File: config.mk
export PLATFORM = sky130hd
export DESIGN_NAME = v_timing_gen
export DESIGN_NICKNAME = d
export VERILOG_FILES = /design/src/rtl/v_timing_gen_pkg.sv /design/src/rtl/v_timing_gen_line_edge_pulse.sv /design/src/rtl/v_timing_gen.sv
export SDC_FILE = /design/constraint.sdc
export NUM_CORES = 1
export LEC_CHECK = 0
export CORE_ASPECT_RATIO = 1.4
export CORE_MARGIN = 4
export CORE_UTILIZATION = 55
export CTS_BUF_LIST = sky130_fd_sc_hd__clkbuf_4 sky130_fd_sc_hd__clkbuf_8
export CTS_CLUSTER_DIAMETER = 30
export DETAILED_ROUTE_END_ITERATION = 12
export GPL_ROUTABILITY_DRIVEN = 0
export PLACE_DENSITY_LB_ADDON = 0.3
export SLEW_MARGIN = 15
export SYNTH_ARGS = -nofsm -noshare
export SYNTH_HDL_FRONTEND = slang
export SYNTH_SLANG_ARGS = --single-unit
File: constraint.sdc
create_clock -name clk_i -period 3.1 [get_ports clk_i]
set_input_delay 0.62 -clock clk_i [delete_from_list [all_inputs] [get_ports clk_i]]
set_output_delay 0.62 -clock clk_i [all_outputs]
set_load 0.02 [all_outputs]
File: src/rtl/v_timing_gen_pkg.sv
`default_nettype none
// ============================================================================
// v_timing_gen_pkg : state encoding and frame-geometry helpers for v_timing_gen
// Revision 1.0
// ============================================================================
package v_timing_gen_pkg;

  typedef enum logic [0:0] {
    ST_IDLE = 1'b0,
    ST_RUN  = 1'b1
  } vtg_state_e;

  localparam int unsigned c_rep_bits = 4;
  typedef logic [c_rep_bits-1:0] rep_t;

  function automatic int unsigned y_total(input int unsigned av, input int unsigned fp,
                                          input int unsigned sp, input int unsigned bp);
    return av + fp + sp + bp;
  endfunction

  function automatic int unsigned sync_lo(input int unsigned av, input int unsigned fp);
    return av + fp;
  endfunction

  function automatic int unsigned sync_hi(input int unsigned av, input int unsigned fp,
                                          input int unsigned sp);
    return av + fp + sp;
  endfunction

  function automatic logic in_window(input int unsigned y, input int unsigned lo,
                                     input int unsigned hi);
    return (y >= lo) && (y < hi);
  endfunction

endpackage
`default_nettype wire

File: src/rtl/v_timing_gen_line_edge_pulse.sv
`default_nettype none
// ============================================================================
// v_timing_gen_line_edge_pulse : single-cycle strobe on the selected edge of in_i
// Revision 1.0
// ============================================================================
module v_timing_gen_line_edge_pulse #(
  parameter bit EDGE = 1'b0
) (
  input  logic clk_i,
  input  logic rst_ni,
  input  logic in_i,
  output logic pulse_o
);

  logic prev_q;

  // Reset to the post-edge level so a static input never produces a tick.
  always_ff @(posedge clk_i or negedge rst_ni) begin
    if (!rst_ni) begin
      prev_q <= EDGE;
    end else begin
      prev_q <= in_i;
    end
  end

  assign pulse_o = EDGE ? (in_i & ~prev_q) : (~in_i & prev_q);

endmodule
`default_nettype wire

File: src/rtl/v_timing_gen.sv
`default_nettype none
// ============================================================================
// v_timing_gen : vertical timing generator (line counter, v_sync/v_active, frames)
// Revision 1.0
// ============================================================================
module v_timing_gen
  import v_timing_gen_pkg::*;
#(
  parameter int unsigned AV_Y          = 480,
  parameter int unsigned V_FRONT_PORCH = 10,
  parameter int unsigned V_SYNC_PULSE  = 2,
  parameter int unsigned V_BACK_PORCH  = 29,
  parameter int unsigned Y_BITS        = 10,
  parameter int unsigned LINE_REPEAT   = 1,
  parameter bit          LINE_EDGE     = 1'b0,
  parameter bit          V_SYNC_POL    = 1'b0,
  parameter int unsigned FRAME_BITS    = 8
) (
  input  logic                  clk_i,
  input  logic                  rst_ni,
  input  logic                  line_end_i,
  input  logic                  run_i,
  input  logic                  resync_i,
  output logic [Y_BITS-1:0]     y_o,
  output logic                  v_sync_o,
  output logic                  v_active_o,
  output logic                  frame_start_o,
  output logic [FRAME_BITS-1:0] frame_cnt_o
);

  localparam int unsigned       c_total    = y_total(AV_Y, V_FRONT_PORCH, V_SYNC_PULSE, V_BACK_PORCH);
  localparam int unsigned       c_sync_lo  = sync_lo(AV_Y, V_FRONT_PORCH);
  localparam int unsigned       c_sync_hi  = sync_hi(AV_Y, V_FRONT_PORCH, V_SYNC_PULSE);
  localparam logic [Y_BITS-1:0] c_y_last   = Y_BITS'(c_total - 1);
  localparam rep_t              c_rep_last = rep_t'(LINE_REPEAT - 1);

  logic line_tick;

  v_timing_gen_line_edge_pulse #(
    .EDGE (LINE_EDGE)
  ) u_line_edge (
    .clk_i   (clk_i),
    .rst_ni  (rst_ni),
    .in_i    (line_end_i),
    .pulse_o (line_tick)
  );

  vtg_state_e            state_q, state_d;
  logic [Y_BITS-1:0]     y_q, y_d;
  rep_t                  rep_q, rep_d;
  logic [FRAME_BITS-1:0] frame_cnt_q, frame_cnt_d;
  logic                  frame_start_q, frame_start_d;
  logic                  v_active_q, v_active_d;
  logic                  v_sync_q, v_sync_d;

  always_comb begin
    state_d       = state_q;
    y_d           = y_q;
    rep_d         = rep_q;
    frame_cnt_d   = frame_cnt_q;
    frame_start_d = 1'b0;

    if (resync_i) begin
      y_d           = '0;
      rep_d         = '0;
      frame_start_d = 1'b1;
      state_d       = run_i ? ST_RUN : ST_IDLE;
    end else if (line_tick) begin
      case (state_q)
        ST_IDLE: begin
          if (run_i) begin
            state_d       = ST_RUN;
            y_d           = '0;
            rep_d         = '0;
            frame_start_d = 1'b1;
          end
        end
        ST_RUN: begin
          if (rep_q == c_rep_last) begin
            rep_d = '0;
            if (y_q == c_y_last) begin
              // Frame boundary: the only point where run_i may stop the generator.
              y_d         = '0;
              frame_cnt_d = frame_cnt_q + 1'b1;
              if (run_i) begin
                frame_start_d = 1'b1;
              end else begin
                state_d = ST_IDLE;
              end
            end else begin
              y_d = y_q + 1'b1;
            end
          end else begin
            rep_d = rep_q + 1'b1;
          end
        end
        default: state_d = ST_IDLE;
      endcase
    end

    v_active_d = (state_d == ST_RUN) && (32'(y_d) < AV_Y);
    v_sync_d   = ((state_d == ST_RUN) && in_window(32'(y_d), c_sync_lo, c_sync_hi))
                 ? V_SYNC_POL : ~V_SYNC_POL;
  end

  always_ff @(posedge clk_i or negedge rst_ni) begin
    if (!rst_ni) begin
      state_q       <= ST_IDLE;
      y_q           <= '0;
      rep_q         <= '0;
      frame_cnt_q   <= '0;
      frame_start_q <= 1'b0;
      v_active_q    <= 1'b0;
      v_sync_q      <= ~V_SYNC_POL;
    end else begin
      state_q       <= state_d;
      y_q           <= y_d;
      rep_q         <= rep_d;
      frame_cnt_q   <= frame_cnt_d;
      frame_start_q <= frame_start_d;
      v_active_q    <= v_active_d;
      v_sync_q      <= v_sync_d;
    end
  end

  assign y_o           = y_q;
  assign v_sync_o      = v_sync_q;
  assign v_active_o    = v_active_q;
  assign frame_start_o = frame_start_q;
  assign frame_cnt_o   = frame_cnt_q;

endmodule
`default_nettype wire

### Yosys cells after proc, flatten, opt, wreduce, memory -nomap -nowiden

Cells that the tools add are included.

* memory bits (read-only): 0
* latch bits: 0
* register bits after elaboration: 27
* output and inout port bits: 21
* bits in writable memories: 0
* memories kept: 0

* multiply operators: 0
* muxes and demuxes: 23
* add/sub/neg operators: 3
* $lt $le $gt $ge: 3
* eq/ne operators: 2
* reductions and logical operators: 7
* divide/modulo/power cells: 0
* shift-type cells: 0
* bitwise operators: 4

Operator list (count)
* two-way mux 10 bit: 5
* less-than comparator 10 x 9 -> 1 bit, second input constant: 2
* one-hot mux 10 bit (2 select lines): 1
* two-way mux 4 bit: 4
* adder 10 x 1 -> 10 bit, second input constant: 1
* == test 10 bit, second input constant: 1
* >= comparator 10 x 9 -> 1 bit, second input constant: 1
* two-way mux 1 bit: 10
* adder 8 x 1 -> 8 bit, second input constant: 1
* one-hot mux 4 bit (2 select lines): 1
* AND reduction 5 bit: 1
* adder 4 x 1 -> 4 bit, second input constant: 1
* zero test 4 bit: 1
* one-hot mux 1 bit (2 select lines): 2
* logical AND 1 bit: 3
* != test 3 bit, second input constant: 1
* NOT 1 bit: 3
* AND reduction 2 bit: 1
* nonzero test 2 bit: 1
* bitwise AND 1 bit: 1

### Depth between registers and ports, before layout

* depth after elaboration: 10
* mapped depth: 9

### Hierarchy

A second synthesis with hierarchy kept.

* cells, all modules: 153
* area total of the unflattened synthesis: 1498.9 µm²

By module, submodules not included
* v_timing_gen: times used 1, area each 1460.2 µm², cells each 151, seq. area each 651.9 µm²
* v_timing_gen_line_edge_pulse: times used 1, area each 38.8 µm², cells each 2, seq. area each 25.0 µm²

### Least setup slack after synthesis

OpenSTA, ideal clock, no wires.

* kind: reg-to-reg
* from: reg y_q[0], in the netlist y_o[0]
* to: reg frame_cnt_q[7], in the netlist frame_cnt_o[7]
* data required time: 2972 ps
* cell stages (with the launch flop): 10
* path slack: 963 ps
* library setup time: 128 ps
* clock period less this slack: 2137 ps
* data arrival time: 2009 ps
* cells stage by stage: dfrtp_1 inv_1 ha_1 nor4bb_1 and4_1 buf_4 and4_1 and3_2 nand3_2 xnor2_1

* cells in the longest elaborated chain, start to end: 2

Ends and longest elaborated chain
* start, declared: line v_timing_gen.sv:49 `logic [Y_BITS-1:0] y_q, y_d;`
* start signal, assigned: line v_timing_gen.sv:117 `y_q <= y_d;`
* == test 10 bit: line v_timing_gen.sv:81 `if (y_q == c_y_last) begin`
* AND reduction 5 bit (no source line)
* end signal, assigned: line v_timing_gen.sv:119 `frame_cnt_q <= frame_cnt_d;`
* end, declared: line v_timing_gen.sv:51 `logic [FRAME_BITS-1:0] frame_cnt_q, frame_cnt_d;`

Every way passes these cells.
A chain may end at the register's enable or synchronous reset.

### Worst setup path in the final report

* from: in resync_i
* to: reg frame_cnt_q[7], in the netlist frame_cnt_o[7]

* cells in the longest elaborated chain, start to end: 2

Ends and longest elaborated chain
* start, declared: line v_timing_gen.sv:23 `input logic resync_i,`
* NOT 1 bit (no source line)
* AND reduction 5 bit (no source line)

Every way passes these cells.

==> impl_metrics.env <==
export IMPL_fmax_mhz=402
export IMPL_period_share=0.802
export IMPL_yosys_area_share_simple=0.291
export IMPL_ir_worst_vdd_mv=0.192
export IMPL_max_slew_worst_pin_slew_ps=738
export IMPL_portBuffers=25
export IMPL_synth_fa_ha_area_frac=0.0408
export IMPL_netlist_instances=151
export IMPL_grt_max_degree=28
export IMPL_dpl_cell_area_mm2=0.00182
export IMPL_ys_flop_type="dfrtp_1"
export IMPL_dieArea_mm2=0.00370
export IMPL_ys_ff_latch=27
export IMPL_drive_gt1_frac=0.124
export IMPL_core_region_area_mm2=0.00264
export IMPL_pwr_share_clk=0.274
export IMPL_cts_tree="done"
export IMPL_worstSetupStartpointType="input port"
export IMPL_cts_setup_buffers=0
export IMPL_async_reset_ff_frac=1.00
export IMPL_p_sw_uw=133
export IMPL_grt_overflow=0
export IMPL_cts_htree_levels=1
export IMPL_critPathArrivalTime_ps=2700
export IMPL_hold_violations=0
export IMPL_postRouteAntennaNets=0
export IMPL_place_hpwl_um=2610
export IMPL_p_total_uw=572
export IMPL_cts_clk_slew_worst_paths_ps=130
export IMPL_setup_viol_count_final=0
export IMPL_diodes=0
export IMPL_synth_edf_count=0
export IMPL_path_class="input port to register"
export IMPL_grt_usage=0.211
export IMPL_cp_max_fo=12
export IMPL_synth_top_family_by_area="simple AND/OR/NAND/NOR gates"
export IMPL_synth_nets=161
export IMPL_finalNonFillerCells=214
export IMPL_nets=189
export IMPL_worst_slew_margin_rel=0.508
export IMPL_die_h_um=70.4
export IMPL_ctsHoldBuffers=0
export IMPL_fin_setup_tns_ps=0
export IMPL_fin_area_mm2=0.00185
export IMPL_clk_latency_ps=320
export IMPL_rsz0062_at_grt="no"
export IMPL_seq_power_share=0.632
export IMPL_cts_buffers=3
export IMPL_wl_per_cell_um=16.3
export IMPL_p_per_area_mw_per_mm2=310
export IMPL_routed_wl_um=3490
export IMPL_synth_seq_area_share=0.442
export IMPL_boundaryPins=26
export IMPL_grt_pass1_wl_um=6040
export IMPL_power_frac_comb=0.095
export IMPL_p_leak_nw=0.796
export IMPL_synth_xor_area_share=0.0400
export IMPL_hold_ws_ps=481
export IMPL_num_vias=1323
export IMPL_cts_resized_gates=0
export IMPL_drv_cap=0
export IMPL_drc=0
export IMPL_synth_area_per_cell_um2=10.1
export IMPL_initial_core_util=0.580
export IMPL_first_global_vias=1360
export IMPL_min_period_ps=2480
export IMPL_status="finished clean"
export IMPL_cts_buffer_depth=2
export IMPL_root_buffer="clkbuf_4"
export IMPL_p_int_uw=439
export IMPL_worstSetupEndpointType="register"
export IMPL_synth_compound_area_frac=0.152
export IMPL_cp_required_ps=3310
export IMPL_fin_skew_ps=9.65
export IMPL_yosys_mux_area_fraction=0.00735
export IMPL_numClockSinks=27
export IMPL_netlist_area_mm2=0.00153
export IMPL_first_iter_violations=104
export IMPL_switching_share=0.232
export IMPL_antenna_found_initial=0
export IMPL_area_growth_syn_to_layout_pct=20.5
export IMPL_synth_cell_types=48
export IMPL_vias_per_cell=6.18
export IMPL_drv_slew=0
export IMPL_drt_first_pass_iters=4
export IMPL_yosysWarnings=0
export IMPL_dp_cells=210
export IMPL_hp_class="register to register"
export IMPL_die_w_um=52.6
export IMPL_rows=22
==> final cells by class <==
type	count	area, µm²
clock buffers	4	30.0
fillers	216	797
inverters	4	15.0
flip-flops and latches	27	677
well taps	36	45.0
repair buffers	27	265
multi-input cells	116	813
==> critical path: stages <==
cell and delay [ps]:
clkdlybuf4s50_1 510, and4bb_2 550, and4_1 340, and4_1 240, and3_2 210, nand3_2 80, xnor2_1 130
==> worst paths after layout <==
path	slack [ps]	startpoint	cells past startpoint	to
setup / recovery	620	resync_i	7	frame_cnt_o[7]
hold / removal	480	frame_cnt_o[7]	1	frame_cnt_o[7]
setup reg to reg	720	y_o[0]	8	v_sync_o
hold reg to reg	480	frame_cnt_o[7]	1	frame_cnt_o[7]
max in group asynchronous	2130	rst_ni	2	v_sync_o
min in group asynchronous	650	rst_ni	2	frame_start_o
==> cell families after synthesis <==
group           count (synthesis)
simple gates                   68
mux                             1
buf+inv                         8
xor+xnor                        7
flops                          27
compound gates                 35
fa+ha+maj                       5
==> registers in the layout, indices dropped and copies added (netlist names) <==
name and count:
y_o 10, frame_cnt_o 8, rep_q 4, frame_start_o 1
state_q 1, u_line_edge.prev_q 1, v_active_o 1, v_sync_o 1
==> through the flow <==
stage | setup WS [ps] | utilization
floorplan | 963 | -
global placement | 360 | 0.687
detailed placement | 291 | 0.687
CTS | 641 | 0.698
global route | 543 | 0.698
finish | 615 | 0.698
==> cell usage after synthesis (3+ instances only) <==
cell,instances,share of area
ha_1,5,0.041
a31o_2,3,0.017
a21oi_1,8,0.026
dfrtp_1,26,0.42
o21ai_0,10,0.033
nand3_1,5,0.016
nor2b_1,4,0.016
xnor2_1,3,0.017
or4_1,3,0.015
xor2_1,4,0.023
nor2_1,5,0.012
inv_1,4,0.0098
a31oi_1,3,0.012
nand2_1,18,0.044
and2_1,4,0.016
nand4_1,4,0.016
==> power groups by stage <==
| stage | clock (mW) | combinational, mW | sequential (mW) |
|---|---|---|---|
| CTS | 0.163 | 0.0542 | 0.361 |
| finish | 0.157 | 0.0541 | 0.361 |
| detailed placement | 0 | 0.0541 | 0.368 |
| global placement | 0 | 0.0521 | 0.367 |
| floorplan | 0 | 0.0226 | 0.371 |
| global route | 0.174 | 0.0592 | 0.362 |
==> metal layers <==
layer	part of all wire	up-vias	track usage
li1	-	620	-
met1	0.40	641	0.257
met2	0.52	54	0.366
met3	0.053	8	0.0213
met4	0.021	0	0.0852
met5	0	-	0
==> placed cells by master, fill, tap and decap left out, types with 5 or more instances in the layout <==
cell and instances:
dfrtp_1 26, clkdlybuf4s50_1 25, nand2_1 18, o21ai_0 10
a21oi_1 8, nand3_1 5, nor2_1 5, ha_1 5
No activity file was read; power rests on OpenSTA's default activity.
